File: src/rtl/gf_pkg.sv
// Shared types and helpers for the GF(2^N) power-map engine.
package gf_pkg;

    // Engine control states.
    typedef enum logic [1:0] {
        ST_IDLE = 2'd0,
        ST_RUN  = 2'd1,
        ST_DONE = 2'd2
    } state_t;

    // Default irreducible polynomials for common field widths.
    localparam logic [4:0] POLY_N4 = 5'h13;   // x^4+x+1
    localparam logic [6:0] POLY_N6 = 7'h43;   // x^6+x+1
    localparam logic [8:0] POLY_N8 = 9'h11B;  // x^8+x^4+x^3+x+1

    // Reduce a carry-less product (up to 31 bits, i.e. 2N-1 for N<=16)
    // modulo poly (bit n set). Bits at and above n are cleared MSB first,
    // leaving the field element in the low n bits of the result.
    function automatic logic [15:0] gf_reduce(
        input logic [30:0] prod,
        input logic [16:0] poly,
        input int          n
    );
        logic [30:0] r;
        r = prod;
        for (int i = 30; i >= 2; i--) begin
            if ((i >= n) && r[i]) begin
                r = r ^ ({14'd0, poly} << (i - n));
            end else begin
                r = r;
            end
        end
        return r[15:0];
    endfunction

endpackage

File: src/rtl/gf_mul.sv
// Combinational N-bit polynomial-basis multiplier over GF(2^N).
module gf_mul
    import gf_pkg::*;
#(
    parameter int         N    = 6,
    parameter logic [N:0] POLY = POLY_N6
) (
    input  logic [N-1:0] a,
    input  logic [N-1:0] b,
    output logic [N-1:0] p
);

    localparam logic [16:0] POLY_EXT = 17'(POLY);

    logic [30:0] clmul_s;

    // Carry-less shift-and-xor product followed by modular reduction.
    always_comb begin
        clmul_s = 31'd0;
        for (int i = 0; i < N; i++) begin
            if (b[i]) begin
                clmul_s = clmul_s ^ (31'(a) << i);
            end else begin
                clmul_s = clmul_s;
            end
        end
        p = N'(gf_reduce(clmul_s, POLY_EXT, N));
    end

endmodule

File: src/rtl/gf_pow_engine.sv
// Sequential constant-time x^e engine in GF(2^N), MSB-first square-and-multiply.
// Every operand spends N iteration cycles plus one settle cycle in RUN,
// whatever the value of x or e.
module gf_pow_engine
    import gf_pkg::*;
#(
    parameter int         N    = 6,
    parameter logic [N:0] POLY = POLY_N6
) (
    input  logic         clk,
    input  logic         rst,
    input  logic         in_valid,
    output logic         in_ready,
    input  logic [N-1:0] in_x,
    input  logic [N-1:0] in_e,
    output logic         out_valid,
    input  logic         out_ready,
    output logic [N-1:0] out_y,
    output logic         busy
);

    // k carries one extra MSB: it is set once bit 0 has been processed,
    // which marks the final RUN cycle where the result is published.
    localparam int          KW     = $clog2(N);
    localparam logic [KW:0] K_INIT = (KW + 1)'(N - 1);
    localparam logic [KW:0] K_ONE  = (KW + 1)'(1);
    localparam logic [N-1:0] ONE   = {{(N - 1){1'b0}}, 1'b1};

    state_t       state_r;
    state_t       state_nx_s;
    logic [N-1:0] x_q_r;
    logic [N-1:0] e_q_r;
    logic [N-1:0] acc_r;
    logic [N-1:0] out_y_r;
    logic [KW:0]  k_r;
    logic         in_ready_r;
    logic         out_valid_r;
    logic         busy_r;
    logic [N-1:0] sq_s;
    logic [N-1:0] sqx_s;
    logic [N-1:0] acc_nx_s;
    logic         bits_done_s;

    assign bits_done_s = k_r[KW];

    gf_mul #(.N(N), .POLY(POLY)) u_square (
        .a (acc_r),
        .b (acc_r),
        .p (sq_s)
    );

    gf_mul #(.N(N), .POLY(POLY)) u_mul_x (
        .a (sq_s),
        .b (x_q_r),
        .p (sqx_s)
    );

    // Select square or square-times-x depending on the current exponent bit.
    always_comb begin
        acc_nx_s = sq_s;
        if (e_q_r[k_r[KW-1:0]]) begin
            acc_nx_s = sqx_s;
        end else begin
            acc_nx_s = sq_s;
        end
    end

    // Next-state decode for the IDLE/RUN/DONE handshake sequence.
    always_comb begin
        state_nx_s = state_r;
        case (state_r)
            ST_IDLE: begin
                if (in_valid) begin
                    state_nx_s = ST_RUN;
                end else begin
                    state_nx_s = ST_IDLE;
                end
            end
            ST_RUN: begin
                if (bits_done_s) begin
                    state_nx_s = ST_DONE;
                end else begin
                    state_nx_s = ST_RUN;
                end
            end
            ST_DONE: begin
                if (out_ready) begin
                    state_nx_s = ST_IDLE;
                end else begin
                    state_nx_s = ST_DONE;
                end
            end
            default: state_nx_s = ST_IDLE;
        endcase
    end

    // State, datapath and registered handshake outputs.
    always_ff @(posedge clk) begin
        if (rst) begin
            state_r     <= ST_IDLE;
            acc_r       <= ONE;
            x_q_r       <= {N{1'b0}};
            e_q_r       <= {N{1'b0}};
            k_r         <= K_INIT;
            out_y_r     <= {N{1'b0}};
            in_ready_r  <= 1'b1;
            out_valid_r <= 1'b0;
            busy_r      <= 1'b0;
        end else begin
            state_r     <= state_nx_s;
            in_ready_r  <= (state_nx_s == ST_IDLE);
            out_valid_r <= (state_nx_s == ST_DONE);
            busy_r      <= (state_nx_s != ST_IDLE);
            case (state_r)
                ST_IDLE: begin
                    if (in_valid) begin
                        x_q_r <= in_x;
                        e_q_r <= in_e;
                        acc_r <= ONE;
                        k_r   <= K_INIT;
                    end
                end
                ST_RUN: begin
                    if (bits_done_s) begin
                        out_y_r <= acc_r;
                    end else begin
                        acc_r <= acc_nx_s;
                        k_r   <= k_r - K_ONE;
                    end
                end
                ST_DONE: begin
                    acc_r <= acc_r;
                end
                default: begin
                    acc_r <= ONE;
                end
            endcase
        end
    end

    assign in_ready  = in_ready_r;
    assign out_valid = out_valid_r;
    assign out_y     = out_y_r;
    assign busy      = busy_r;

endmodule

File: config.mk
export PLATFORM = sky130hd
export DESIGN_NAME = gf_pow_engine
export DESIGN_NICKNAME = d
export VERILOG_FILES = /design/src/rtl/gf_pkg.sv /design/src/rtl/gf_mul.sv /design/src/rtl/gf_pow_engine.sv
export SDC_FILE = /design/constraint.sdc
export NUM_CORES = 1
export LEC_CHECK = 0
export ABC_AREA = 1
export CAP_MARGIN = 20
export CORE_MARGIN = 5
export CORE_UTILIZATION = 45
export DETAILED_ROUTE_END_ITERATION = 10
export GPL_TIMING_DRIVEN = 0
export PLACE_DENSITY = 0.73
export SYNTH_ARGS = -nofsm -noshare
export SYNTH_HDL_FRONTEND = slang
export SYNTH_SLANG_ARGS = --single-unit
File: constraint.sdc
create_clock -name clk -period 1.9 [get_ports clk]
set_input_delay 0.285 -clock clk [delete_from_list [all_inputs] [get_ports clk]]
set_output_delay 0.285 -clock clk [all_outputs]
set_load 0.1 [all_outputs]
; ---- Word level (Yosys, flattened, before mapping)
; Cells that the tools add are included.
[word_totals]
n_memories = 0
latchBits = 0
out_inout_bits = 9
register_bits = 33
in_bits = 16
elab_cells = 162
rom_bits = 0
ramBits = 0
[classes]
eq_ne = 5
n_lt_le_gt_ge = 1
mul = 0
bitwise_logic = 61
addsub = 1
n_reduce_logical = 9
div = 0
mux = 75
shift = 0
[ops]
columns = op, n
row1 = 31-bit 2-to-1 mux, 10
row2 = 2-bit NOT, 50
row3 = 31-bit by 10-bit bitwise XOR with 31-bit output, 2
row4 = 31-bit by 11-bit bitwise XOR with 31-bit output, 2
row5 = 31-bit by 8-bit bitwise XOR with 31-bit output, 2
row6 = 31-bit by 9-bit bitwise XOR with 31-bit output, 2
row7 = 26-bit 2-to-1 mux, 2
row8 = 25-bit 2-to-1 mux, 2
row9 = 24-bit 2-to-1 mux, 2
row10 = 23-bit 2-to-1 mux, 2
row11 = 22-bit 2-to-1 mux, 2
row12 = 21-bit 2-to-1 mux, 2
row13 = 6-bit 2-to-1 mux, 7
row14 = 20-bit 2-to-1 mux, 2
row15 = 19-bit 2-to-1 mux, 2
row16 = 18-bit 2-to-1 mux, 2
row17 = 17-bit 2-to-1 mux, 2
row18 = 16-bit 2-to-1 mux, 2
row19 = 31-bit by 7-bit bitwise XOR with 31-bit output, 1
row20 = 15-bit 2-to-1 mux, 2
row21 = 14-bit 2-to-1 mux, 2
row22 = 13-bit 2-to-1 mux, 2
row23 = 12-bit 2-to-1 mux, 2
row24 = 11-bit 2-to-1 mux, 2
row25 = 24 further kinds, 44

; ---- Logic depth before layout (Yosys ltp)
; Gate-level depths: netlist (run 1).
[depth]
depth_word = 125
depth_mapped = 14
ltp_nobuf = 14

; ---- Hierarchy
; Synthesis (run 1) repeated with hierarchy kept, for this count alone.
[unflattened]
hier_cells = 466
hier_area_um2 = 2821.5
[modules_own_cells]
columns = mod, seq_area_each_um2, n_inst, area_each_um2, cells_per_inst
row1 = gf_pow_engine, 660.6, 1, 1412.6, 182
row2 = gf_mul, 0.0, 2, 704.4, 142

; ---- Worst setup path after synthesis (run 1)
; OpenSTA, ideal clock, no wires.
[synth_timing]
path_kind = flip-flop to flip-flop
start = reg acc_r[5]
end = reg acc_r[0]
t_arrival_ns = 1.317
n_path_buf = 1
setup_ns = 0.120
stages_incl_launch_ff = 13
period_less_slack_ns = 1.436
setup_slack_ns = 0.464
required_ns = 1.780
cell_sequence = dfxtp_1 -> buf_6 -> nand2_4 -> xnor2_2 -> inv_1 -> nand2_2 -> nand2_1 -> nand2_1 -> nand2_2 -> o21bai_1 -> nand3_1 -> nand2_1 -> nand3_2
[synth_between]
elab_chain_cells = 73
elab_cells_between_ends = 103
classes_between = mux: 65 / bitwise: 38
[synth_rtl]
columns = item, line
row1 = "start, declared", gf_pow_engine.sv:33  ; logic [N-1:0] acc_r;
row2 = "start signal, assigned", gf_pow_engine.sv:127  ; acc_r <= acc_nx_s;
row3 = "start signal, assigned", gf_pow_engine.sv:132  ; acc_r <= acc_r;
row4 = 31-bit by 7-bit bitwise XOR with 31-bit output, gf_mul.sv:22  ; clmul_s = clmul_s ^ (31'(a) << i);
row5 = 31-bit 2-to-1 mux, gf_mul.sv:21  ; if (b[i]) begin
row6 = 31-bit by 8-bit bitwise XOR with 31-bit output, gf_mul.sv:22
row7 = 31-bit 2-to-1 mux, gf_mul.sv:21
row8 = 31-bit by 9-bit bitwise XOR with 31-bit output, gf_mul.sv:22
row9 = 31-bit 2-to-1 mux, gf_mul.sv:21
row10 = 31-bit by 10-bit bitwise XOR with 31-bit output, gf_mul.sv:22
row11 = 31-bit 2-to-1 mux, gf_mul.sv:21
row12 = (+57 left out), -
row13 = 5-bit 2-to-1 mux, gf_pkg.sv:27  ; if ((i >= n) && r[i]) begin
row14 = 4-bit 2-to-1 mux, gf_pkg.sv:27
row15 = 3-bit 2-to-1 mux, gf_pkg.sv:27
row16 = 2-bit NOT (no line), -
row17 = 2-bit 2-to-1 mux, gf_pkg.sv:27
row18 = 6-bit 2-to-1 mux (*), gf_pow_engine.sv:61  ; if (e_q_r[k_r[KW-1:0]]) begin
row19 = 6-bit 2-to-1 mux (*), gf_pow_engine.sv:124  ; if (bits_done_s) begin
row20 = 6-bit one-hot mux with 3 select lines (*), gf_pow_engine.sv:114  ; case (state_r)
; Mark *: on every way between the ends. The rest lies on a longest branch, timed or not. The select of a mux whose other input is x is not followed.
; A chain may end at the register's enable or synchronous reset.

; ---- Worst setup path in the final report (run 1)
[layout_timing]
start = reg out_y_r[0] (netlist: out_y[0])
end = out out_y[0]
[layout_rtl]
columns = item, line
row1 = "start, declared", gf_pow_engine.sv:34  ; logic [N-1:0] out_y_r;
row2 = "start signal, assigned", gf_pow_engine.sv:105  ; out_y_r <= {N{1'b0}};
row3 = "start signal, assigned", gf_pow_engine.sv:125  ; out_y_r <= acc_r;
row4 = "end, declared", gf_pow_engine.sv:18  ; output logic [N-1:0] out_y,
; No word-level cell between the ends.

==> impl_summary.log, run 1 <==
[metrics] final WL: between 4 and 5 mm
[metrics] signed area change from the synthesized netlist to the final layout: 19.34%
[metrics] async set or reset register ratio after synthesis: 0
[metrics] Fmax achieved: ~0.57 GHz
[metrics] number of maximum-capacitance constraint violations: 0
[metrics] largest area contributor in the netlist: sky130_fd_sc_hd__dfxtp_1
[metrics] root buffer cell: sky130_fd_sc_hd__clkbuf_8
[metrics] Post-CTS Repair Setup Buffers: 0
[metrics] switching share of power: 0.3033
[metrics] global-route wire length before repair: 8.562 mm
[metrics] Post-Syn Instances: roughly 330
[metrics] internal power of the cells: 1.317 mW
[metrics] nets: between 300 and 400
[metrics] type of the most critical hold path: in -> reg
[metrics] Crit path required time: ~1.6 ns
[metrics] worst path bufs/invs: 1
[metrics] Slew Limit Fails: 0
[metrics] summed negative setup slack over all endpoints: 0 ns
[metrics] worst stage delay on the critical path: between 0.8 and 0.9 ns
[metrics] cts hold-fix bufs: 0
[metrics] initial core utilization: 0.4570
[metrics] number of DRC violations after detailed routing: 0
[metrics] final RePlAce weighted congestion: just over 0.9
[metrics] final-report hold violation count: 0
[metrics] std cell rows: 25
[metrics] most common cell after layout, fill and taps aside: sky130_fd_sc_hd__nand2_1
[metrics] Crit Path Class: reg -> out
[metrics] Global Route Usage Sum: 0.1691
[metrics] multi-input gate area in the final layout: between 1000 and 1500 sq um
[metrics] WL per Instance: roughly 12 um
[metrics] Die X-Extent: a little under 80 um
[metrics] startpoint type of the worst setup path: register
[metrics] number of antenna violations at the first check in global routing: 0
[metrics] clock tree sinks: 33
[metrics] vias in the first global route: a little under 2000
[metrics] result of the run: complete, no violations
[metrics] relative contribution of sequential cells to total power: 0.410
[metrics] fraction of final layout cells sized beyond drive strength 1: 0.1152
[metrics] Max stage delay cell, worst path: sky130_fd_sc_hd__dlygate4sd2_1
[metrics] register bit count reported by yosys: 33
[metrics] headroom to the max-slew limit: 0.3636
[metrics] clock group share of total power: 0.354
[metrics] combined area of all synthesized cells: about 2100 sq um
[metrics] sum of net half-perimeters after detailed placement: between 3 and 4 mm
[metrics] Final period util: 0.9231
[metrics] Port Buffer Count: 23
[metrics] source-to-sink clock delay at the later pin of the worst-skew pair: 0.28 ns
[metrics] placement-stage worst setup slack: between 0.07 and 0.08 ns
[metrics] Distinct cells, synth: 31
[metrics] Die Ht: about 79 um
[metrics] fill cell count: 475
[metrics] number of vias after detailed routing: about 2100
[metrics] Setup Skew: about 0.0039 ns
[metrics] transition time at the pin with the least slew margin: about 0.96 ns
[metrics] arrival time of data at the critical path endpoint: between 1 and 1.5 ns
[metrics] 1st-iter DRT viols: around 110
[metrics] worst-path cell chain: dlygate4sd2_1
[metrics] maximum number of pins on one net before global-route repair: 11
[metrics] family of cells with the greatest summed delay on the critical path: buffers and inverters
[metrics] Leak: between 1 and 1.5 nW
[metrics] number of setup violations in the final report: 0
[metrics] number of diodes added for antenna fixing: 0
[metrics] antenna viol nets, final: 0
[metrics] nature of the critical path endpoint: output pin
[metrics] first drt pass iteration count: 4
[metrics] biggest area contributors in the synthesized netlist: sky130_fd_sc_hd__dfxtp_1 (31%), sky130_fd_sc_hd__nand2_1 (16%), sky130_fd_sc_hd__inv_1 (8.5%), sky130_fd_sc_hd__nand3_1 (6.6%), sky130_fd_sc_hd__a21oi_1 (6.4%)
[metrics] fraction of power consumed by combinational cells: 0.236
[metrics] average cell area after synthesis: 6.510 sq um
[metrics] Most used DFF post-synth: sky130_fd_sc_hd__dfxtp_1
[metrics] Reg area: ~660 sq um
[metrics] Cell Pwr Density: ~750 nW/um^2
[metrics] number of clock buffers inserted by TritonCTS: 5
[metrics] average via count per standard cell: about 5
[metrics] synthesized net count: between 300 and 400
[metrics] Max Fanout on Critical Path: 2
[metrics] overflow left after global routing: 0
[metrics] Yosys warning count: 0
[metrics] final setup margin: 0.1462 ns
[metrics] I/O pin cnt: 25
[metrics] clock transition at the registers of the reported paths: 0.07 ns
[metrics] sequential element share of the synthesized area: 0.3122
[metrics] total net switching power: around 570 uW
[metrics] CTS tree: built
[metrics] Max H-tree Level: 2
[metrics] commonest non-fill, non-tap cells in the layout: sky130_fd_sc_hd__nand2_1 (88), sky130_fd_sc_hd__inv_1 (47), sky130_fd_sc_hd__dfxtp_1 (32)
[metrics] Die Outline Area: 6173 sq um
[metrics] peak ir drop on the vdd network: between 600 and 700 uV
[metrics] number of flops mapped to enable cells by yosys: 0
[metrics] minimum period implied by the final worst setup slack: approximately 1.8 ns
[metrics] area fraction of the dominant cell type after synthesis: 0.3122
[metrics] largest buffer count on any clock path: 2
[metrics] setup repair after global routing missed its margin: no
[metrics] area inside the core boundary: about 4600 sq um
synth_stat cells (all sizes together), types with 2 or more instances:
master and count:
o21bai 2, clkbuf 4, dfxtp 33, o21ai 15, a21oi 29, inv 50
nand3 29, nand4 5, nand2 101, buf 6, nor2 23, xor2 9
o211ai 2, nand3b 4, xnor2 7, nor3 2
cell families after synthesis:
group / Yosys count / share of synthesized area
XOR/XNOR: 16 / 0.07688
flip-flops: 33 / 0.3122
buffers and inverters: 60 / 0.1189
AO/OA/AOI/OAI: 51 / 0.1319
adder cells (fa/ha/maj): 1 / 0.005913
AND/OR/NAND/NOR: 164 / 0.3542
power groups by stage:
stage	Sequential, mW	Combinational, mW	Clock, mW
final	0.776	0.446	0.670
after global routing	0.780	0.503	0.712
after CTS	0.774	0.443	0.681
after detailed placement	0.790	0.443	0
after global placement	0.789	0.434	0
after floorplan	0.807	0.304	0
what timing repair did:
item	4_1_cts	5_1_grt
setup endpoints to repair	9	1
gates resized for setup	9	3
gates cloned	0	0
metrics by stage:
stage	power (mW)	utilization	instance area [sq um]	std cells	hold WS, ns
2_1_floorplan	1.111	-	2116	325	0.4291
3_3_place_gp	1.224	0.5214	2414	402	0.4422
3_5_place_dp	1.233	0.5214	2414	402	0.4538
4_1_cts	1.898	0.5441	2519	410	0.3736
5_1_grt	1.995	0.5454	2525	410	0.4041
6_report	1.891	0.5454	2525	410	0.3843
flip-flops by register name (all words and copies together), names as in the netlist:
signal	flops
out_valid	1
e_q_r	6
k_r	4
out_y	6
busy	1
x_q_r	6
in_ready	1
acc_r	6
state_r	2
per-layer routing:
layer / share of wire / routed length (um) / track usage
met2: 0.49 / 2416 / 0.2997
met4: 0.011 / 53 / 0.04371
met3: 0.044 / 217 / 0.03211
met5: 0 / 0 / 0
met1: 0.45 / 2206 / 0.2083
final cells by class:
| type | count | area share |
|---|---|---|
| multi-input cells | 232 | 0.4787 |
| flip-flops and latches | 33 | 0.2621 |
| repair buffers | 23 | 0.08672 |
| inverters | 50 | 0.07433 |
| clock buffers | 7 | 0.03419 |
| well taps | 54 | 0.02676 |
| plain buffers | 10 | 0.02527 |
| clock inverters | 1 | 0.01189 |
path summary, 6_finish.rpt:
kind,slack (ns),end,depth (start not counted),startpoint
worst max-delay path,0.15,out_y[0],1,out_y[0]
worst min-delay path,0.38,acc_r[1],2,rst
worst max register to register,0.25,acc_r[0],9,k_r[0]
worst min register to register,0.46,out_y[4],2,out_y[4]
Power figures use the tool's default switching activity.
==> run 2: changes to the inputs <==
--- a/config.mk
+++ b/config.mk
@@ -11,7 +11,7 @@
 export CORE_UTILIZATION = 45
 export DETAILED_ROUTE_END_ITERATION = 10
 export GPL_TIMING_DRIVEN = 0
-export PLACE_DENSITY = 0.73
+export PLACE_DENSITY = 0.66
 export SYNTH_ARGS = -nofsm -noshare
 export SYNTH_HDL_FRONTEND = slang
 export SYNTH_SLANG_ARGS = --single-unit
==> constraint.sdc (replaced) <==
create_clock -name clk -period 1.7 [get_ports clk]
set_input_delay 0.255 -clock clk [delete_from_list [all_inputs] [get_ports clk]]
set_output_delay 0.255 -clock clk [all_outputs]
set_load 0.1 [all_outputs]
==> run 2 against run 1 <==
Net effect: setup slack got worse by 0.042 ns; final cell count increased by 0.98%; critical endpoint is now acc_r[0]; global-route usage increased by 0.41 points; routed wire length increased by 1.7%.
==> impl_summary.log, run 2 (synthesis results as in run 1) <==
[metrics] first drt pass iteration count: 4
[metrics] overflow left after global routing: 0
[metrics] Slew Limit Fails: 0
[metrics] area inside the core boundary: ~4600 sq um
[metrics] most common cell after layout, fill and taps aside: sky130_fd_sc_hd__nand2_1
[metrics] Final period util: 0.9389
[metrics] Cell Pwr Density: 824.0 nW/um^2
[metrics] commonest non-fill, non-tap cells in the layout: sky130_fd_sc_hd__nand2_1 (85), sky130_fd_sc_hd__inv_1 (46), sky130_fd_sc_hd__nand3_1 (27)
[metrics] Crit path required time: around 1.9 ns
[metrics] I/O pin cnt: 25
[metrics] power after layout: between 2 and 2.5 mW
[metrics] final WL: between 4 and 5 mm
[metrics] maximum number of pins on one net before global-route repair: 11
[metrics] final RePlAce weighted congestion: 0.8626
[metrics] number of diodes added for antenna fixing: 0
[metrics] fraction of final layout cells sized beyond drive strength 1: 0.1917
[metrics] nature of the critical path endpoint: register
[metrics] worst reg-to-reg setup slack: between 0.1 and 0.15 ns
[metrics] Fmax achieved: between 0.6 and 0.7 GHz
[metrics] number of maximum-capacitance constraint violations: 0
[metrics] Finished Core Util: 0.5630
[metrics] Die Outline Area: just over 6000 sq um
[metrics] Die Ht: 78.57 um
[metrics] root buffer cell: sky130_fd_sc_hd__clkbuf_8
[metrics] 1st-iter DRT viols: 150
[metrics] headroom to the max-slew limit: 0.6354
[metrics] number of DRC violations after detailed routing: 0
[metrics] number of antenna violations at the first check in global routing: 0
[metrics] sum of net half-perimeters after detailed placement: between 3 and 4 mm
[metrics] transition time at the pin with the least slew margin: between 0.5 and 0.6 ns
[metrics] type of the most critical hold path: in -> reg
[metrics] Crit Path Class: reg -> reg
[metrics] beginning of the worst hold path: rst
[metrics] CTS tree: built
[metrics] final-report hold violation count: 0
[metrics] nets: 376
[metrics] signed area change from the synthesized netlist to the final layout: 23.18%
[metrics] design area: 2606 sq um
[metrics] peak ir drop on the vdd network: 503.3 uV
[metrics] fill cell count: between 400 and 500
[metrics] Max H-tree Level: 2
[metrics] average via count per standard cell: between 5 and 6
[metrics] Reg-to-Reg End: acc_r[0]
[metrics] clock tree sinks: 33
[metrics] WL per Instance: 12.02 um
[metrics] vias in the first global route: 1960
[metrics] hold worst-path end: acc_r[1]
[metrics] area after detailed placement: 2414 sq um
[metrics] worst-case reg-to-reg path depth: 9
[metrics] number of clock buffers inserted by TritonCTS: 5
[metrics] Max Fanout on Critical Path: 7
[metrics] std cell rows: 25
[metrics] R2R Path Start: k_r[0]
[metrics] Global Route Usage Sum: 0.1732
[metrics] number of vias after detailed routing: 2083
[metrics] Port Buffer Count: 23
[metrics] result of the run: complete, no violations
[metrics] Setup Skew: 0.002621 ns
[metrics] initial core utilization: 0.4570
[metrics] Die X-Extent: 78.57 um
[metrics] global-route wire length before repair: roughly 8.5 mm
[metrics] minimum period implied by the final worst setup slack: roughly 1.6 ns
[metrics] arrival time of data at the critical path endpoint: ~1.8 ns
[metrics] antenna viol nets, final: 0
[metrics] largest buffer count on any clock path: 2
[metrics] startpoint type of the worst setup path: register
[metrics] source-to-sink clock delay at the later pin of the worst-skew pair: about 0.28 ns
[metrics] Min-Delay Path Depth: 2
[metrics] Leak: around 1.2 nW
[metrics] clock transition at the registers of the reported paths: about 0.070 ns
[metrics] number of setup violations in the final report: 0
[run 2: cell types whose count changed in the layout (fill, tap and decap cells not counted), sizes merged]
cell           before  now
dlygate4sd2         9    0
clkdlybuf4s15       0    5
buf                 6   10
clkbuf             11   15
[run 2: layout make-up]
class / count / area (sq um) / share of cell area
Buffer: 10 / 66.31 / 0.02544
Clock inverter: 1 / 30.03 / 0.01152
Tap cell: 54 / 67.56 / 0.02592
Sequential cell: 33 / 671.9 / 0.2578
Multi-Input combinational cell: 232 / 1250 / 0.4796
Timing Repair Buffer: 27 / 246.5 / 0.09457
Clock buffer: 7 / 86.33 / 0.03313
Inverter: 50 / 187.7 / 0.07201
[run 2: worst max path at each step]
| stage | start | endpoint | slack (ns) |
|---|---|---|---|
| finish | k_r[0] | acc_r[0] | 0.10 |
| global route | k_r[0] | acc_r[0] | -0.01 |
| CTS | out_valid | out_valid | 0.003 |
| detailed placement | in_valid | acc_r[0] | -0.09 |
| global placement | in_valid | acc_r[1] | -0.08 |
| floorplan | acc_r[5] | acc_r[0] | 0.26 |
[run 2: where the power goes]
| group | internal [mW] | switching, mW | total [mW] |
|---|---|---|---|
| Sequential | 0.823 | 0.0477 | 0.870 |
| Combinational | 0.187 | 0.333 | 0.519 |
| Clock | 0.478 | 0.280 | 0.758 |
| Total | 1.49 | 0.661 | 2.15 |
[run 2: metrics by stage]
stage / hold slack (ns) / TNS (ns) / cells / setup WS [ns]
3_3_place_gp: 0.4497 / -0.3868 / 402 / -0.08045
3_5_place_dp: 0.4443 / -0.4633 / 402 / -0.09209
5_1_grt: 0.3607 / -0.02125 / 414 / -0.01465
6_report: 0.3294 / 0 / 414 / 0.1039
2_1_floorplan: 0.4217 / 0 / 325 / 0.2635
4_1_cts: 0.3285 / 0 / 410 / 0.002893
[run 2: what timing repair did]
action | 4_1_cts | 5_1_grt
cloned | 0 | 0
hold buffers | 0 | 0
resized for setup | 23 | 27
hold endpoints to repair | 0 | 0
endpoints found under the setup margin | 10 | 14
pin swaps | 0 | 4
buffers inserted | 0 | 4
[run 2: metal layers]
layer | vias to the layer above | routed length, um | part of all wire | global-route usage
met5 | - | 0 | 0 | 0
met2 | 24 | 2486 | 0.50 | 0.3124
met3 | 4 | 148 | 0.030 | 0.03096
met4 | 0 | 48 | 0.0096 | 0.06993
met1 | 962 | 2295 | 0.46 | 0.2000
li1 | 1093 | - | - | -
[run 2: critical path, cell delays in order (launching register included)]
cell and delay [ns]:
sky130_fd_sc_hd__dfxtp_1 0.41, sky130_fd_sc_hd__inv_1 0.14, sky130_fd_sc_hd__o21ai_0 0.22, sky130_fd_sc_hd__nand3_2 0.22, sky130_fd_sc_hd__inv_2 0.18, sky130_fd_sc_hd__nor2_2 0.06, sky130_fd_sc_hd__nand2_1 0.05, sky130_fd_sc_hd__nand3_1 0.07
sky130_fd_sc_hd__nand2_1 0.07, sky130_fd_sc_hd__nand3_2 0.05
==> run 3: changes to the inputs <==
--- a/config.mk
+++ b/config.mk
@@ -11,7 +11,7 @@
 export CORE_UTILIZATION = 45
 export DETAILED_ROUTE_END_ITERATION = 10
 export GPL_TIMING_DRIVEN = 0
-export PLACE_DENSITY = 0.66
 export SYNTH_ARGS = -nofsm -noshare
 export SYNTH_HDL_FRONTEND = slang
+export SYNTH_HIERARCHICAL = 1
 export SYNTH_SLANG_ARGS = --single-unit
==> run 3 against run 2 <==
Net effect: the flow now finishes with violations (setup timing); sequential cell count is the same; synthesized cell count grew 43%; non-clock buffer count grew 30; final cell count grew 46%; via count grew 43%; critical path type unchanged; highest routed layer unchanged; largest cell class unchanged; routed wire length grew 45%; sequential power grew 0.6%; fmax shrank 33%; global-route usage grew 1.1 points; clock power shrank 6.9%; combinational power grew 51%.
==> impl_summary.log, run 3 <==
[metrics] vias in the first global route: 2741
[metrics] number of clock buffers inserted by TritonCTS: 5
[metrics] number of diodes added for antenna fixing: 0
[metrics] Global Route Usage Sum: 0.1844
[metrics] result of the run: complete, but fails checks
[metrics] number of maximum-capacitance constraint violations: 0
[metrics] Crit path required time: approximately 1.9 ns
[metrics] Die X-Extent: 89.18 um
[metrics] I/O pin cnt: 25
[metrics] Die Outline Area: a little under 8000 sq um
[metrics] final WL: a little over 7 mm
[metrics] Max Fanout on Critical Path: 8
[metrics] nature of the critical path endpoint: register
[metrics] sum of net half-perimeters after detailed placement: 4.880 mm
[metrics] average via count per standard cell: between 4 and 5
[metrics] Final period util: 1.404
[metrics] async set or reset register ratio after synthesis: 0
[metrics] number of antenna violations at the first check in global routing: 0
[metrics] Port Buffer Count: 23
[metrics] clock transition at the registers of the reported paths: approximately 0.07 ns
[metrics] synthesized net count: about 480
[metrics] Cell Pwr Density: about 600 nW/um^2
[metrics] Yosys warning count: 6
[metrics] arrival time of data at the critical path endpoint: 2.53 ns
[metrics] Most used DFF post-synth: sky130_fd_sc_hd__dfxtp_1
[metrics] biggest area contributors in the synthesized netlist: sky130_fd_sc_hd__nand2_1 (26%), sky130_fd_sc_hd__dfxtp_1 (23%), sky130_fd_sc_hd__nand3_1 (11%), sky130_fd_sc_hd__xnor2_1 (6.8%), sky130_fd_sc_hd__inv_1 (6.0%)
[metrics] number of setup violations in the final report: 6
[metrics] fill cell count: between 500 and 600
[metrics] Max H-tree Level: 2
[metrics] root buffer cell: sky130_fd_sc_hd__clkbuf_8
[metrics] Post-Syn Instances: between 400 and 500
[metrics] final-report hold violation count: 0
[metrics] commonest non-fill, non-tap cells in the layout: sky130_fd_sc_hd__nand2_1 (155), sky130_fd_sc_hd__nand3_1 (50), sky130_fd_sc_hd__inv_1 (41)
[metrics] final RePlAce weighted congestion: roughly 0.79
[metrics] minimum period implied by the final worst setup slack: around 2.4 ns
[metrics] number of vias after detailed routing: ~3000
[metrics] nets: approximately 540
[metrics] 1st-iter DRT viols: around 130
[metrics] combined area of all synthesized cells: ~2800 sq um
[metrics] first drt pass iteration count: 4
[metrics] number of DRC violations after detailed routing: 0
[metrics] Setup Skew: between 0.005 and 0.006 ns
[metrics] largest buffer count on any clock path: 2
[metrics] setup repair after global routing missed its margin: yes
[metrics] Crit Path Class: reg -> reg
[metrics] std cell rows: 28
[metrics] clock tree sinks: 33
[metrics] final setup margin: -0.6861 ns
[metrics] antenna viol nets, final: 0
[metrics] peak ir drop on the vdd network: roughly 750 uV
[metrics] design area: 3920 sq um
[metrics] initial core utilization: 0.4682
[metrics] sequential element share of the synthesized area: 0.2341
[metrics] maximum number of pins on one net before global-route repair: 12
[metrics] type of the most critical hold path: in -> reg
[metrics] fraction of final layout cells sized beyond drive strength 1: 0.2917
[metrics] Die Ht: 89.18 um
[metrics] overflow left after global routing: 0
[metrics] summed negative setup slack over all endpoints: -3.929 ns
[metrics] headroom to the max-slew limit: 0.3653
[metrics] WL per Instance: between 10 and 15 um
[metrics] Leak: 1.920 nW
[metrics] source-to-sink clock delay at the later pin of the worst-skew pair: between 0.2 and 0.3 ns
[metrics] global-route wire length before repair: 11.85 mm
[metrics] Slew Limit Fails: 0
[metrics] area inside the core boundary: around 6000 sq um
[metrics] average cell area after synthesis: about 6.1 sq um
[metrics] area after detailed placement: approximately 3200 sq um
[metrics] startpoint type of the worst setup path: register
[metrics] number of flops mapped to enable cells by yosys: 0
[metrics] transition time at the pin with the least slew margin: around 0.96 ns
[metrics] failing checks: setup timing
[metrics] worst reg-to-reg setup slack: -0.69 ns
[metrics] register bit count reported by yosys: 33
[metrics] largest area contributor in the netlist: sky130_fd_sc_hd__nand2_1
[metrics] Distinct cells, synth: 33
[metrics] most frequent cell after synthesis: sky130_fd_sc_hd__nand2_1
[metrics] Fmax achieved: ~0.42 GHz
[metrics] most common cell after layout, fill and taps aside: sky130_fd_sc_hd__nand2_1
[metrics] top post-synthesis cells by count: sky130_fd_sc_hd__nand2_1 (194), sky130_fd_sc_hd__nand3_1 (60), sky130_fd_sc_hd__inv_1 (45)
[metrics] Finished Core Util: 0.6505
[metrics] signed area change from the synthesized netlist to the final layout: 38.94%
[metrics] CTS tree: built
[metrics] area fraction of the dominant cell type after synthesis: 0.2581
## run 3: cell types whose count changed after synthesis, sizes merged, moves of 5 or more
cell   delta
nand2   +106
nand3    +32
xnor2    +19
a21oi     -9
buf       +5
## run 3: stage by stage
step	cells	total power, mW	setup WS, ns	hold slack [ns]
5_1_grt	603	2.518	-0.9406	0.2006
6_report	603	2.364	-0.6861	0.2037
4_1_cts	597	2.316	-0.6626	0.1952
3_5_place_dp	564	1.507	-0.7762	0.4464
3_3_place_gp	564	1.499	-0.7408	0.4413
2_1_floorplan	466	1.352	-0.3792	0.4187
## run 3: final cells by class
type | instances | area [sq um] | share of cell area
timing repair buffer | 54 | 494.2 | 0.1261
tap | 75 | 93.84 | 0.02394
buffer | 13 | 131.4 | 0.03351
sequential | 33 | 683.2 | 0.1743
clock buffer | 5 | 68.82 | 0.01756
multi-input combinational | 369 | 2211 | 0.5640
clock inverter | 3 | 41.29 | 0.01053
inverter | 51 | 196.4 | 0.05011
## run 3: path summary, 6_finish.rpt
path                    to  cells after the start     start
hold reg to reg   e_q_r[1]                      2  e_q_r[1]
setup reg to reg  acc_r[1]                     21  acc_r[4]
setup / recovery  acc_r[1]                     21  acc_r[4]
hold / removal    acc_r[4]                      2       rst
## run 3: worst max-delay path, stage by stage, from the launching register on
cell and delay [ns]:
sky130_fd_sc_hd__dfxtp_4 0.38, sky130_fd_sc_hd__buf_12 0.15, sky130_fd_sc_hd__nand2_4 0.08, sky130_fd_sc_hd__xor2_1 0.15, sky130_fd_sc_hd__nand2_1 0.10, sky130_fd_sc_hd__nand2_1 0.09
sky130_fd_sc_hd__nand2_2 0.08, sky130_fd_sc_hd__nand2_2 0.08, sky130_fd_sc_hd__nand2_1 0.06, sky130_fd_sc_hd__nand2_2 0.08, sky130_fd_sc_hd__buf_6 0.13, sky130_fd_sc_hd__nand2_2 0.07
sky130_fd_sc_hd__xnor2_2 0.20, sky130_fd_sc_hd__inv_1 0.08, sky130_fd_sc_hd__nand3_1 0.09, sky130_fd_sc_hd__nand2_1 0.05, sky130_fd_sc_hd__nand3_1 0.06, sky130_fd_sc_hd__nand2_1 0.06
sky130_fd_sc_hd__inv_2 0.05, sky130_fd_sc_hd__nand2_1 0.05, sky130_fd_sc_hd__nand3_1 0.09, sky130_fd_sc_hd__a21oi_1 0.06
## run 3: layer usage
layer  GRT usage  share of wire  wire length (um)
met3     0.02212          0.025               177
met1      0.2310           0.46              3329
met2      0.3396           0.50              3579
met5           0              0                 0
met4     0.03383          0.016               117
## run 3: what timing repair did
action	CTS	global route
hold buffers	0	0
cloned	2	0
buffers inserted	23	6
resized for setup	59	51
pin swaps	46	42
endpoints found under the setup margin	15	10
## run 3: kinds of logic after synthesis
group,Yosys count,synth area share
AOI/OAI and AO/OA,39,0.07893
adders and majority gates,1,0.004434
and+or+nand+nor,290,0.4475
DFF,33,0.2341
xor gates and xnor gates,39,0.1317
buffers and inverters,64,0.1033
## run 3: where the power goes
group          leakage, nW  switching, mW  internal [mW]  total [mW]
Combinational         1.59          0.455          0.329       0.784
Clock               0.0518          0.275          0.431       0.706
Sequential           0.274         0.0623          0.813       0.875
